$ cat src/rtl/icache_refill_ctrl.sv
// Direct-mapped I-cache tag/valid store and line-refill sequencer.
// Optional hit/miss performance counters are built when ICACHE_PERF_CNT_EN is defined.
//
//   state  | meaning
//   IDLE   | combinational lookup; a miss latches the line and starts the refill
//   REFILL | one word per mem_valid into the data RAM; tag/valid set on the last word
module icache_refill_ctrl #(
    parameter int LINE_WORDS = 4,
    parameter int INDEX_BITS = 6,
    localparam int OFF_BITS  = $clog2(LINE_WORDS)
) (
    input  logic                           clk,
    input  logic                           rst_n,
    input  logic                           cpu_req,
    input  logic [31:0]                    cpu_addr,
    output logic                           cpu_stall,
    output logic                           hit,
    output logic [INDEX_BITS+OFF_BITS-1:0] ram_raddr,
    output logic                           ram_we,
    output logic [INDEX_BITS+OFF_BITS-1:0] ram_waddr,
    output logic [31:0]                    ram_wdata,
    output logic                           mem_req,
    output logic [31:0]                    mem_addr,
    input  logic                           mem_valid,
    input  logic [31:0]                    mem_rdata,
    input  logic                           flush,
    output logic [31:0]                    hit_cnt,
    output logic [31:0]                    miss_cnt
);

    localparam int TAG_BITS = 30 - OFF_BITS - INDEX_BITS;
    localparam int NLINES   = 1 << INDEX_BITS;
    localparam logic [OFF_BITS-1:0] CNT_LAST = OFF_BITS'(LINE_WORDS - 1);

    typedef enum logic {
        IDLE,
        REFILL
    } state_t;

    state_t state_q, state_d;

    logic [OFF_BITS-1:0]   offset;
    logic [INDEX_BITS-1:0] index;
    logic [TAG_BITS-1:0]   tag;
    logic                  unused_addr_bits;

    logic [NLINES-1:0]     valid_q;
    logic [TAG_BITS-1:0]   tag_mem [NLINES];

    logic [TAG_BITS-1:0]   line_tag_q;
    logic [INDEX_BITS-1:0] line_idx_q;
    logic [OFF_BITS-1:0]   cnt_q;
    logic                  flush_pend_q;

    logic lookup_hit;
    logic start_refill;
    logic fill_done;

    assign offset           = cpu_addr[OFF_BITS+1:2];
    assign index            = cpu_addr[OFF_BITS+INDEX_BITS+1:OFF_BITS+2];
    assign tag              = cpu_addr[31:OFF_BITS+INDEX_BITS+2];
    assign unused_addr_bits = ^cpu_addr[1:0];

    assign ram_raddr  = {index, offset};
    assign lookup_hit = valid_q[index] && (tag_mem[index] == tag);

    always_ff @(posedge clk or negedge rst_n) begin
        if (!rst_n) begin
            state_q <= IDLE;
        end else begin
            state_q <= state_d;
        end
    end

    always_comb begin
        state_d      = state_q;
        hit          = 1'b0;
        cpu_stall    = 1'b0;
        mem_req      = 1'b0;
        mem_addr     = '0;
        ram_we       = 1'b0;
        ram_waddr    = '0;
        ram_wdata    = '0;
        start_refill = 1'b0;
        fill_done    = 1'b0;
        case (state_q)
            IDLE: begin
                hit       = cpu_req && lookup_hit;
                cpu_stall = cpu_req && !lookup_hit;
                if (cpu_req && !lookup_hit) begin
                    start_refill = 1'b1;
                    state_d      = REFILL;
                end
            end
            REFILL: begin
                mem_req   = 1'b1;
                cpu_stall = 1'b1;
                mem_addr  = {line_tag_q, line_idx_q, cnt_q, 2'b00};
                if (mem_valid) begin
                    ram_we    = 1'b1;
                    ram_waddr = {line_idx_q, cnt_q};
                    ram_wdata = mem_rdata;
                    if (cnt_q == CNT_LAST) begin
                        fill_done = 1'b1;
                        state_d   = IDLE;
                    end
                end
            end
            default: state_d = IDLE;
        endcase
    end

    // A flush seen during the refill wins over the valid-set of the line being filled.
    always_ff @(posedge clk or negedge rst_n) begin
        if (!rst_n) begin
            valid_q      <= '0;
            line_tag_q   <= '0;
            line_idx_q   <= '0;
            cnt_q        <= '0;
            flush_pend_q <= 1'b0;
        end else begin
            if (start_refill) begin
                line_tag_q <= tag;
                line_idx_q <= index;
                cnt_q      <= '0;
            end else if (ram_we) begin
                cnt_q <= cnt_q + 1'b1;
            end

            if (state_q == REFILL) begin
                if (fill_done) begin
                    flush_pend_q <= 1'b0;
                end else if (flush) begin
                    flush_pend_q <= 1'b1;
                end
            end

            if (fill_done) begin
                if (flush_pend_q || flush) begin
                    valid_q <= '0;
                end else begin
                    valid_q[line_idx_q] <= 1'b1;
                end
            end else if (state_q == IDLE && flush) begin
                valid_q <= '0;
            end
        end
    end

    always_ff @(posedge clk) begin
        if (fill_done) begin
            tag_mem[line_idx_q] <= line_tag_q;
        end
    end

`ifdef ICACHE_PERF_CNT_EN
    always_ff @(posedge clk or negedge rst_n) begin
        if (!rst_n) begin
            hit_cnt  <= '0;
            miss_cnt <= '0;
        end else begin
            if (hit) begin
                hit_cnt <= hit_cnt + 32'd1;
            end
            if (start_refill) begin
                miss_cnt <= miss_cnt + 32'd1;
            end
        end
    end
`else
    assign hit_cnt  = '0;
    assign miss_cnt = '0;
`endif

endmodule

$ cat config.mk
export PLATFORM = sky130hd
export DESIGN_NAME = icache_refill_ctrl
export DESIGN_NICKNAME = d
export VERILOG_FILES = /design/src/rtl/icache_refill_ctrl.sv
export SDC_FILE = /design/constraint.sdc
export NUM_CORES = 1
export LEC_CHECK = 0
export ABC_AREA = 1
export CAP_MARGIN = 20
export CORE_ASPECT_RATIO = 1.2
export CORE_MARGIN = 5
export CORE_UTILIZATION = 55
export DETAILED_ROUTE_END_ITERATION = 8
export PLACE_DENSITY_LB_ADDON = 0.12
export SETUP_SLACK_MARGIN = 0.2
export SYNTH_ARGS = -nofsm -noshare
export SYNTH_HDL_FRONTEND = slang
export SYNTH_SLANG_ARGS = --single-unit
$ cat constraint.sdc
create_clock -name clk -period 7.8 [get_ports clk]
set_clock_uncertainty 0.2 [all_clocks]
set_input_delay 0.78 -clock clk [delete_from_list [all_inputs] [get_ports clk]]
set_output_delay 0.78 -clock clk [all_outputs]
set_load 0.05 [all_outputs]
# Word-level counts from Yosys, hierarchy flattened

Memory sizes are Yosys's and may differ from the RTL's.
Index checks and enable logic that the tools add are counted.
W data, S select, Z words.

Input port bits: 69
Register bits: 96
RAM bits: 1,408
Memories kept: 1
Output and inout bits: 148
Logic and storage cells: 57

Eq/ne operators: 2
Bitwise operators: 2
Magnitude comparators: 3
$add $sub $neg: 1
Reduce and logical (&&, ||, !) cells: 11
Muxes and demuxes: 31

Memory list:

| memory  | words | width | read ports | clocked after memory_dff | write ports | line | RTL |
|---|---|---|---|---|---|---|---|
| tag_mem | 64    | 22    | 1          | 0                        | 1           | 48   | `logic [TAG_BITS-1:0] tag_mem [NLINES];` |

Operator list:

| cell                  | count |
|---|---|
| $mux W64              | 3 |
| $mux W32              | 3 |
| $or A64 B64 Y64       | 1 |
| $eq A22 B22 Y1        | 1 |
| $mux W1               | 17 |
| $mux W8               | 2 |
| $lt A6 B7 Y1 const B  | 2 |
| $bmux W1 S6           | 1 |
| $demux W1 S6          | 1 |
| $ge A6 B1 Y1 const B  | 1 |
| $reduce_bool A2 Y1    | 3 |
| $logic_and A1 B1 Y1   | 5 |
| $mux W2               | 2 |
| $pmux W1 S2           | 2 |
| $add A2 B1 Y2 const B | 1 |
| $eq A2 B2 Y1 const B  | 1 |
| $reduce_and A2 Y1     | 1 |
| $logic_not A1 Y1      | 1 |
| $logic_or A1 B1 Y1    | 1 |
| $not A1 Y1            | 1 |

# Longest topological paths before layout

Depth in word-level cells: 8
Depth in mapped cells: 24
Depth with buffers taken out: 18

# Worst setup path before layout

OpenSTA, ideal clock, no wires.

Kind: input to output
Start point: in cpu_addr[4]
End point: out hit
Data required time: 6.820 ns
Stages: 19
Slack: 3.872 ns
Arrival time: 2.948 ns
Buffers on the path: 4
Path through: buf_4 -> inv_2 -> buf_6 -> buf_6 -> buf_6 -> nand2_1 -> nand3_1 -> nand3_1 -> nand2_1 -> nand2_1 -> nand3_1 -> nand3_1 -> nand3_1 -> nand2_1 -> nor2_1 -> nand2_1 -> nor2_1 -> nand3_1 -> nor2_1

Longest elaborated chain between the ends: 5
Elaborated cells on any way between the ends: 7
Classes of those cells: 1 x eq/ne; 3 x mux; 2 x reduce/logical; 1 x memory

Ends and longest elaborated chain:

| element                                               | line | RTL |
|---|---|---|
| from (decl)                                           | 15   | `input logic [31:0] cpu_addr,` |
| $mem_v2 Z64 W22 / $bmux W1 S6 (equally long branches) | -    |  |
| $eq A22 B22 Y1 / $mux W1 (equally long branches)      | 65   | `assign lookup_hit = valid_q[index] && (tag_mem[index] == tag);` |
| $logic_and A1 B1 Y1 *                                 | 65   |  |
| $logic_and A1 B1 Y1 *                                 | 88   | `hit = cpu_req && lookup_hit;` |
| $mux W1 *                                             | 86   | `case (state_q)` |
| to (decl)                                             | 17   | `output logic hit,` |

Mark *: on every way between the ends. The rest lies on a longest branch, timed or not. The select of a mux whose other input is x is not followed.

# Worst setup path after layout

Start point: in cpu_addr[4]
End point: out cpu_stall

Longest elaborated chain between the ends: 6
Elaborated cells on any way between the ends: 8
Classes of those cells: 1 x eq/ne; 3 x mux; 3 x reduce/logical; 1 x memory

Ends and longest elaborated chain:

| element                                               | line | RTL |
|---|---|---|
| $mem_v2 Z64 W22 / $bmux W1 S6 (equally long branches) | -    |  |
| $eq A22 B22 Y1 / $mux W1 (equally long branches)      | 65   |  |
| $logic_and A1 B1 Y1 *                                 | 65   |  |
| $logic_not A1 Y1 *                                    | 89   | `cpu_stall = cpu_req && !lookup_hit;` |
| $logic_and A1 B1 Y1 *                                 | 89   |  |
| $pmux W1 S2 *                                         | 86   |  |
| to (decl)                                             | 16   | `output logic cpu_stall,` |

Marks and branches as above.

==> reports/metrics.cfg <==
[place]
gp_congestion = 0.901
dp_hpwl_mm = 93.7
dp_cells = 7129
placedInstanceArea_mm2 = 0.0659
portBuffers = 144
dp_slack_ns = 1.89

[synthesis]
avgSynthCellArea_um2 = 11.1
synth.area.top_cells = edfxtp_1, nand2_1, nand3_1
synth_xor_area_frac = 0
synth_most_common_cell = nand2_1
synth_edf_count = 1408
seq_area_frac_synth = 0.706
synth_seq_cells = 1504
synth.mux.area_fraction = 0
synth_top_family_by_area = simple AND/OR/NAND/NOR gates
synth-adder-area-share = 0.000198
synth_top_cell_area_share = 0.668
synth-compound-area-share = 0.0130
async_flop_share = 0.0638
ys_types = 24
synthCells = 5695
synthTopCellsByCount = nand2_1, edfxtp_1, nand3_1
synthFlopType = edfxtp_1
synth_top_area_cell = edfxtp_1
synthesis.area_mm2 = 0.0633
synthSimpleGateAreaFrac = 0.230
yosys_warnings = 0

[floorplan]
chipWidth_um = 320
fp-row-count = 136
initial_core_util = 0.553
fp.dieH_um = 382
io-pin-count = 217
dieArea_mm2 = 0.122
core_area_mm2 = 0.114

[layout]
final_layout_size_suffix_gt1_frac = 0.0771
seq_area_mm2 = 0.0447
design_area_mm2 = 0.0707
fin_cells = 7398
nNetsFinal = 5835
final_core_util = 0.618
syn2layout_area_growth_pct = 11.7
multi_input_area_mm2 = 0.0159
nFillCells = 8865

[cts]
cts_tree = done
path_clk_slew_ns = 0.07
clock-root-buffer = clkbuf_16
cts_setup_buffers = 0
cts.sinks = 1504
insertion_delay_ns = 0.78
cts_buffers = 146
cts_buffer_depth = 3
h-tree-depth = 4

[routing]
finalWirelength_mm = 176
drtAntennaViolNets = 0
vias = 42900
wl_per_cell_um = 23.8
firstDrtPassIters = 6
vias_per_cell = 5.81
drt_first_iter_violations = 5234
drc = 0

[critical_path]
worst_setup_path_start_kind = input pin
crit_arrival_ns = 5.05
crit_required_ns = 6.82
cp-end-kind = output port
crit_chain = buf_8 > inv_8 > buf_12 > nand2_1 > nand3_1 > nand3_1 > nand2_1 > nand2_1 > nand3_1 > nand3_1 > nand2_1 > nand2_1 > nand2_1 > nor2_1 > nand2_1 > nor2_1 > nand3_1 > nand2_1 > nand2_1 > clkdlybuf4s50_1
cp_max_fo = 96
cpPeakStageDelay_ns = 0.71
cp_slowest_cell = clkdlybuf4s50_1
critPathKind = in2out
cpMostUsedCell = nand2_1

[sta]
rsz0062_at_grt = false
worst_slack_ns = 1.77
slew-limit-headroom = 0.269
drv_slew = 0
setup_viol = 0
holdWs_ns = 0.259
hold_viol = 0
setup_tns_ns = 0
tightest_slew_ns = 1.10
fmaxAchievable_ghz = 0.166
fin_crit_sh = 0.773
post-route-min-period_ns = 6.03

[power_and_ir_drop]
p_per_area_mw_per_mm2 = 291
leakagePower_nw = 26.6
finalPower_mw = 20.6
vdd_drop_max_uv = 451

[hold_path]
hp-class = in2async

[global_route]
antenna_found_initial = 4
grt.overflow.total = 0
track_usage = 0.283
grt_pass1_wl_mm = 259
grt_max_degree = 169
grt_pass1_vias = 40000

[outcome]
outcome = finished clean

[job]
maxCapViolCount = 0

==> final timing paths <==
check	start	to	slack, ns	cells after the start
max	cpu_addr[4]	cpu_stall	1.77	20
min	rst_n	line_tag_q[2]	0.26	2
max reg2reg	state_q	tag_mem[18][11]	3.88	6
min reg2reg	valid_q[39]	valid_q[39]	0.29	2
max in group asynchronous	rst_n	line_tag_q[9]	6.17	4
min in group clk	valid_q[39]	valid_q[39]	0.29	2
==> kinds of logic (layout without fill, tap and decap cells) <==
| kind of cell | count (synthesis) | in the layout |
|---|---|---|
| AO/OA/AOI/OAI | 158 | 158 |
| adder cells (fa/ha/maj) | 1 | 1 |
| buffers and inverters | 602 | 721 |
| flip-flops | 1504 | 1504 |
| other | 1 | 67 |
| AND/OR/NAND/NOR | 3429 | 3429 |
==> routing by layer <==
metal,share of wire,wire length (µm),GRT usage,up-vias
met3,0.088,15400,0.0451,330
met1,0.40,70900,0.402,20900
li1,-,-,-,19700
met4,0.045,7850,0.121,0
met5,0,0,0,-
met2,0.46,81700,0.440,2061
==> sequential cells by signal, indices dropped and copies added, names as in the netlist <==
signal and count:
tag_mem 1408, valid_q 64, line_tag_q 22, line_idx_q 6
cnt_q 2, flush_pend_q 1, state_q 1
==> layout make-up <==
| class | count | share of cell area |
|---|---|---|
| well taps | 1518 | 0.0269 |
| diodes | 1 | 0.0000354 |
| clock buffers | 176 | 0.0548 |
| repair buffers | 292 | 0.0399 |
| inverters | 167 | 0.00935 |
| clock inverters | 86 | 0.0113 |
| multi-input cells | 3654 | 0.225 |
| flip-flops and latches | 1504 | 0.633 |
==> what timing repair did <==
item	4_1_cts	5_1_grt
hold buffers	1	0
endpoints found under the hold margin	22	0
resized for setup	0	0
==> worst max-delay path: cells and delay by family <==
family        cells  cell delay (ns)
buf+inv           4             1.87
simple gates     16             2.16
==> power breakdown <==
part           switching, mW  internal (mW)
clock                   2.99           3.97
combinational           2.94          0.651
sequential             0.107           9.94
==> cells in the final DEF, fill, tap and decap left out, drive strengths merged <==
cell type	netlist	layout
edfxtp	1408	1408
buf	325	153
diode	0	1
o211ai	1	1
o21ai	63	63
conb	1	66
dlygate4sd3	0	1
bufinv	0	13
nand2	2010	2010
clkinv	1	62
clkbuf	110	177
nand3b	1	1
nand3	1257	1257
clkinvlp	0	2
o22ai	25	25
a21oi	69	69
nor3	60	60
dfrtp	96	96
ha	1	1
nor2	101	101
clkdlybuf4s50	0	137
inv	166	176
Power figures use the tool's default switching activity.
